--- config.mk ---
export PLATFORM = sky130hd
export DESIGN_NAME = paillier_result_rx_flat
export DESIGN_NICKNAME = d
export VERILOG_FILES = /design/src/rtl/paillier_result_rx_if.sv /design/src/rtl/paillier_result_rx.sv /design/src/flat_wrapper.sv
export SDC_FILE = /design/constraint.sdc
export NUM_CORES = 2
export LEC_CHECK = 0
export ABC_AREA = 0
export BUFFER_PORTS_ARGS = -buffer_cell sky130_fd_sc_hd__buf_2
export CORE_AREA = 2 2 513 515
export DETAILED_ROUTE_END_ITERATION = 10
export DIE_AREA = 0 0 515 517
export GPL_TIMING_DRIVEN = 0
export PLACE_DENSITY = 0.79
export SYNTH_ARGS = -nofsm -noshare
export SYNTH_HDL_FRONTEND = slang
export SYNTH_SLANG_ARGS = --single-unit
--- constraint.sdc ---
create_clock -name clk -period 9.25 [get_ports clk]
set_input_delay 0.925 -clock clk [delete_from_list [all_inputs] [get_ports clk]]
set_output_delay 0.925 -clock clk [all_outputs]
set_load 0.05 [all_outputs]
--- src/rtl/paillier_result_rx_if.sv ---
// Stream bundle between the Paillier encryptor result port, the receive buffer and its consumer.
// The slave side is the receive buffer; the master side drives ciphertext words and consumes results.
interface paillier_result_rx_if #(
  parameter int K = 128,
  parameter int N = 32
);
  localparam int IDX_W = (N > 1) ? $clog2(N) : 1;

  logic [K-1:0]     enc_out_data;
  logic             enc_out_valid;
  logic [K-1:0]     res_data;
  logic             res_valid;
  logic             res_ready;
  logic [IDX_W-1:0] res_idx;
  logic             res_last;
  logic             busy;
  logic             frame_done;
  logic             err_overflow;
  logic             err_clr;

  modport slave (
    input  enc_out_data, enc_out_valid, res_ready, err_clr,
    output res_data, res_valid, res_idx, res_last, busy, frame_done, err_overflow
  );

  modport master (
    output enc_out_data, enc_out_valid, res_ready, err_clr,
    input  res_data, res_valid, res_idx, res_last, busy, frame_done, err_overflow
  );
endinterface

--- src/rtl/paillier_result_rx.sv ---
// Captures one N-word ciphertext frame from the encryptor and replays it over a valid/ready stream.
// Define PAILLIER_RX_MSW_FIRST_EN to drain the frame most-significant word first.
module paillier_result_rx #(
  parameter int K = 128,
  parameter int N = 32
) (
  input logic                clk,
  input logic                rst,
  paillier_result_rx_if.slave io_res
);
  localparam int IDX_W = (N > 1) ? $clog2(N) : 1;
  localparam logic [IDX_W-1:0] LAST_IDX = IDX_W'(N - 1);
`ifdef PAILLIER_RX_MSW_FIRST_EN
  localparam logic [IDX_W-1:0] FIRST_RD = LAST_IDX;
  localparam logic [IDX_W-1:0] END_RD   = '0;
`else
  localparam logic [IDX_W-1:0] FIRST_RD = '0;
  localparam logic [IDX_W-1:0] END_RD   = LAST_IDX;
`endif

  typedef enum logic [1:0] {S_IDLE, S_COLLECT, S_DRAIN} state_t;

  state_t           r_state, w_state_nxt;
  logic [K-1:0]     r_buf [N];
  logic [IDX_W-1:0] r_wr_cnt, r_rd_cnt;
  logic [K-1:0]     r_res_data;
  logic             r_res_valid, r_res_last, r_frame_done, r_err_overflow;
  logic [IDX_W-1:0] r_res_idx;

  logic             w_wr_en, w_last_wr, w_drop, w_accept, w_final_acc;
  logic [IDX_W-1:0] w_rd_step;

  // wr_cnt is always 0 in IDLE, so the first word of a frame lands in buf[0]
  assign w_wr_en     = io_res.enc_out_valid && (r_state != S_DRAIN);
  assign w_last_wr   = w_wr_en && (r_wr_cnt == LAST_IDX);
  assign w_drop      = io_res.enc_out_valid && (r_state == S_DRAIN);
  assign w_accept    = (r_state == S_DRAIN) && r_res_valid && io_res.res_ready;
  assign w_final_acc = w_accept && r_res_last;
`ifdef PAILLIER_RX_MSW_FIRST_EN
  assign w_rd_step   = r_rd_cnt - 1'b1;
`else
  assign w_rd_step   = r_rd_cnt + 1'b1;
`endif

  always_comb begin
    w_state_nxt = r_state;
    case (r_state)
      S_IDLE:    if (w_wr_en) w_state_nxt = w_last_wr ? S_DRAIN : S_COLLECT;
      S_COLLECT: if (w_last_wr) w_state_nxt = S_DRAIN;
      S_DRAIN:   if (w_final_acc) w_state_nxt = S_IDLE;
      default:   w_state_nxt = S_IDLE;
    endcase
  end

  // Capture buffer: data storage only, contents are don't-care after reset
  always_ff @(posedge clk) begin
    if (w_wr_en) r_buf[r_wr_cnt] <= io_res.enc_out_data;
  end

  always_ff @(posedge clk) begin
    if (rst) begin
      r_state        <= S_IDLE;
      r_wr_cnt       <= '0;
      r_rd_cnt       <= '0;
      r_res_data     <= '0;
      r_res_valid    <= 1'b0;
      r_res_idx      <= '0;
      r_res_last     <= 1'b0;
      r_frame_done   <= 1'b0;
      r_err_overflow <= 1'b0;
    end else begin
      r_state      <= w_state_nxt;
      r_frame_done <= w_final_acc;

      if (w_wr_en) r_wr_cnt <= w_last_wr ? '0 : r_wr_cnt + 1'b1;

      // Output register: the first drained word may be the one being written right now
      if (w_last_wr) begin
        r_rd_cnt    <= FIRST_RD;
        r_res_valid <= 1'b1;
        r_res_idx   <= FIRST_RD;
        r_res_last  <= (FIRST_RD == END_RD);
        r_res_data  <= (FIRST_RD == LAST_IDX) ? io_res.enc_out_data : r_buf[FIRST_RD];
      end else if (w_final_acc) begin
        r_rd_cnt    <= '0;
        r_res_valid <= 1'b0;
        r_res_idx   <= '0;
        r_res_last  <= 1'b0;
      end else if (w_accept) begin
        r_rd_cnt    <= w_rd_step;
        r_res_idx   <= w_rd_step;
        r_res_last  <= (w_rd_step == END_RD);
        r_res_data  <= r_buf[w_rd_step];
      end

      if (w_drop)              r_err_overflow <= 1'b1;
      else if (io_res.err_clr) r_err_overflow <= 1'b0;
    end
  end

  assign io_res.res_data     = r_res_data;
  assign io_res.res_valid    = r_res_valid;
  assign io_res.res_idx      = r_res_idx;
  assign io_res.res_last     = r_res_last;
  assign io_res.busy         = (r_state != S_IDLE);
  assign io_res.frame_done   = r_frame_done;
  assign io_res.err_overflow = r_err_overflow;
endmodule

--- src/flat_wrapper.sv ---
// flat-port wrapper written by rule: the top's interface ports become plain ports
module paillier_result_rx_flat 
#(
  parameter int K = 128,
  parameter int N = 32
)
  (clk, rst, io_res_enc_out_data, io_res_enc_out_valid, io_res_res_ready, io_res_err_clr, io_res_res_data, io_res_res_valid, io_res_res_idx, io_res_res_last, io_res_busy, io_res_frame_done, io_res_err_overflow);
  paillier_result_rx_if #(.K(K), .N(N)) io_res_i ();
  input logic clk;
  input logic rst;
  input wire logic [$bits(io_res_i.enc_out_data)-1:0] io_res_enc_out_data;
  input wire logic [$bits(io_res_i.enc_out_valid)-1:0] io_res_enc_out_valid;
  input wire logic [$bits(io_res_i.res_ready)-1:0] io_res_res_ready;
  input wire logic [$bits(io_res_i.err_clr)-1:0] io_res_err_clr;
  output wire logic [$bits(io_res_i.res_data)-1:0] io_res_res_data;
  output wire logic [$bits(io_res_i.res_valid)-1:0] io_res_res_valid;
  output wire logic [$bits(io_res_i.res_idx)-1:0] io_res_res_idx;
  output wire logic [$bits(io_res_i.res_last)-1:0] io_res_res_last;
  output wire logic [$bits(io_res_i.busy)-1:0] io_res_busy;
  output wire logic [$bits(io_res_i.frame_done)-1:0] io_res_frame_done;
  output wire logic [$bits(io_res_i.err_overflow)-1:0] io_res_err_overflow;
  assign io_res_i.enc_out_data = io_res_enc_out_data;
  assign io_res_i.enc_out_valid = io_res_enc_out_valid;
  assign io_res_i.res_ready = io_res_res_ready;
  assign io_res_i.err_clr = io_res_err_clr;
  assign io_res_res_data = io_res_i.res_data;
  assign io_res_res_valid = io_res_i.res_valid;
  assign io_res_res_idx = io_res_i.res_idx;
  assign io_res_res_last = io_res_i.res_last;
  assign io_res_busy = io_res_i.busy;
  assign io_res_frame_done = io_res_i.frame_done;
  assign io_res_err_overflow = io_res_i.err_overflow;
  paillier_result_rx #(.K(K), .N(N)) u_core (.clk(clk), .rst(rst), .io_res(io_res_i));
endmodule
==> flow_summary.json <==
{
  "status": "finished with violations",
  "violations": "max-capacitance violations, max-slew violations",
  "grt-ovfl-total": 0,
  "avgSynthCellArea_um2": 21.9,
  "syn-num-nets": 7491,
  "hp-class": "in -> reg",
  "path_cells": "buf_2 -> buf_6 -> buf_2 -> buf_2 -> inv_1 -> ha_1 -> buf_2 -> buf_2 -> clkbuf_2 -> buf_16 -> clkbuf_1 -> mux4_2 -> mux2i_1 -> o22ai_1 -> or3_1",
  "portBuffers": 269,
  "muxShareOfSynthArea_pct": 15.9,
  "synth_top_area_cell": "edfxtp_1",
  "synth_edf_count": 4096,
  "chipHeight_um": 517,
  "rsz0062_at_grt": "no",
  "drive_gt1_share_pct": 26.6,
  "postCtsHoldBufs": 0,
  "antenna_found_initial": 36,
  "cts.repair.resized": 0,
  "worst_slew_pin_slew_ns": 1.62,
  "fp-row-count": 188,
  "synth_commonest_cells": "4096 x edfxtp_1, 1025 x mux4_2, 522 x nand2_1",
  "wl_per_cell_um": 36.9,
  "async_reset_ff_share_pct": 0,
  "power.density_nw_per_um2": 206,
  "grt_pass1_wl_mm": 627,
  "arrival_ns": 7.22,
  "cpPeakStageDelay_ns": 0.69,
  "synthAdderAreaFrac_pct": 0.0544,
  "yosys-top-cells-area": "edfxtp_1 76%, mux4_2 14%, dfxtp_1 1.8%, mux2i_1 1.6%, nand2_1 1.2%",
  "min_period_over_period_pct": 68.7,
  "clock_skew_ns": 0.0557,
  "fin_crit_ns": 6.35,
  "report.final.slew_viol_count": 24,
  "grt_max_degree": 33,
  "fin_hold_ws_ns": 0.231,
  "io_pins": 271,
  "start_util_pct": 61.7,
  "dieWidth_um": 515,
  "clk_latency_ns": 1.00,
  "synth_area_um2": 161000,
  "drv_cap": 2,
  "start_kind": "register",
  "dieArea_um2": 266000,
  "syn_inst": 7351,
  "path_common_cell": "buf_2",
  "crit_type": "reg -> reg",
  "cts.htree.levels": 5,
  "synthFlopType": "edfxtp_1",
  "crit_required_ns": 10.12,
  "yosysWarnings": 0,
  "fin_cells": 12010,
  "endpoint_kind": "register",
  "fill_cells": 14312,
  "synth_xor_area_share_pct": 0.0792,
  "clkSinkCount": 4240,
  "cts_tree": "built",
  "p_total_uw": 37900,
  "root_buffer": "clkbuf_16",
  "remaining_drc_errors": 0,
  "ant_nets": 0,
  "yosys.cell_count.top_type": "edfxtp_1",
  "fin_nets": 8361,
  "vias": 85587,
  "cp_max_fo": 10,
  "max_freq_mhz": 157,
  "hpwlAfterDp_mm": 270,
  "finalSetupViolations": 0,
  "gp_congestion": 0.819,
  "grt_pass1_vias": 86511,
  "synth_compound_area_share_pct": 2.11,
  "post_cts_buffers": 0,
  "dp.cells": 11227,
  "ys_seq_area_share_pct": 78.2,
  "drt_iter0_markers": 13460,
  "synth_cell_type_count": 38,
  "first_pass_iters": 7,
  "finalSetupTns_ns": 0,
  "slowest_stage": "clkbuf_2",
  "synth_top_family_by_area": "multiplexers",
  "synth_top_area_share_pct": 76.4,
  "via_per_inst": 7.13,
  "p_leak_uw": 0.0587,
  "vdd_drop_max_uv": 253,
  "numCtsBuffers": 412,
  "core_area_um2": 261000,
  "syn_to_final_growth_pct": 14.1,
  "grtUsageTotal_pct": 33.5,
  "wl_mm": 443,
  "synthSimpleGateAreaFrac_pct": 2.46,
  "hold_viol": 0,
  "path_clk_slew_ns": 0.07,
  "clockBufferDepth": 4,
  "slew-limit-headroom_pct": -7.82,
  "ys_ff_latch": 4240
}
==> path summary, 6_finish.rpt <==
check             slack, ns  cells after the start                         end          startpoint
hold reg to reg        0.58                      2           u_core.r_state[0]   u_core.r_state[0]
setup / recovery       2.90                     15  u_core.io_res.res_data[94]  u_core.r_rd_cnt[0]
setup reg to reg       2.90                     15  u_core.io_res.res_data[94]  u_core.r_rd_cnt[0]
hold / removal         0.23                      4  u_core.io_res.err_overflow      io_res_err_clr
==> critical path, delay by kind of cell, from the launching register on <==
family,cells,cell delay (ns)
buf+inv,10,4.09
flops,1,0.35
mux,2,0.84
fa+ha+maj,1,0.35
compound gates,1,0.13
simple gates,1,0.39
==> final cells by class <==
type,count,area [um2],share of cell area (%)
Timing Repair Buffer,456,5330,2.90
Clock buffer,536,11100,6.03
Antenna cell,46,115,0.0626
Tap cell,3420,4280,2.33
Inverter,3,11.3,0.00613
Sequential cell,4240,126000,68.5
Buffer,430,1960,1.07
Multi-Input combinational cell,2678,33500,18.2
Clock inverter,201,1670,0.910
==> registers in the layout, indices dropped and copies added, names as in the netlist <==
| name | flops |
|---|---|
| u_core.r_rd_cnt | 5 |
| u_core.io_res.res_data | 128 |
| u_core.io_res.frame_done | 1 |
| u_core.io_res.res_last | 1 |
| u_core.io_res.err_overflow | 1 |
| u_core.r_state | 2 |
| u_core.r_wr_cnt | 5 |
| u_core.r_buf | 4096 |
| u_core.io_res.res_valid | 1 |
==> kinds of logic after synthesis <==
logic type               count (synthesis)
AND/OR/NAND/NOR                        860
flip-flops                            4240
adder cells (fa/ha/maj)                  7
XOR/XNOR                                12
buffers and inverters                  433
multiplexers                          1280
AO/OA/AOI/OAI                          519
==> report_power, final <==
| group | switching, uW | total (uW) | internal [uW] |
|---|---|---|---|
| logic | 407 | 498 | 90.9 |
| clock network | 7060 | 16200 | 9130 |
| registers | 44.7 | 21200 | 21200 |
| total | 7520 | 37900 | 30400 |
==> layout by cell type, fill, tap and decap left out, types with 144 or more instances in the layout <==
| cell type | count |
|---|---|
| edfxtp_1 | 4096 |
| mux4_2 | 1025 |
| nand2_1 | 522 |
| buf_2 | 417 |
| clkbuf_16 | 415 |
| clkbuf_1 | 291 |
| mux2i_1 | 255 |
| buf_12 | 153 |
| dfxtp_1 | 144 |
==> per-layer routing <==
metal,vias up,global-route usage [%],wire (um)
met5,-,0,89
met4,14,20.0,30700
met3,1525,8.67,53400
met2,7510,53.0,214000
met1,43927,42.4,145000
li1,32611,-,-
==> stage by stage <==
| step | area (um2) | utilization [%] | worst slack (ns) |
|---|---|---|---|
| final | 184000 | 70.4 | 2.90 |
| after global placement | 167000 | 63.8 | -4.93 |
| after detailed placement | 171000 | 65.5 | 3.29 |
| after global routing | 184000 | 70.4 | 2.92 |
| after CTS | 184000 | 70.4 | 3.17 |
| after floorplan | 161000 | - | 1.72 |
Power figures use the tool's default switching activity.
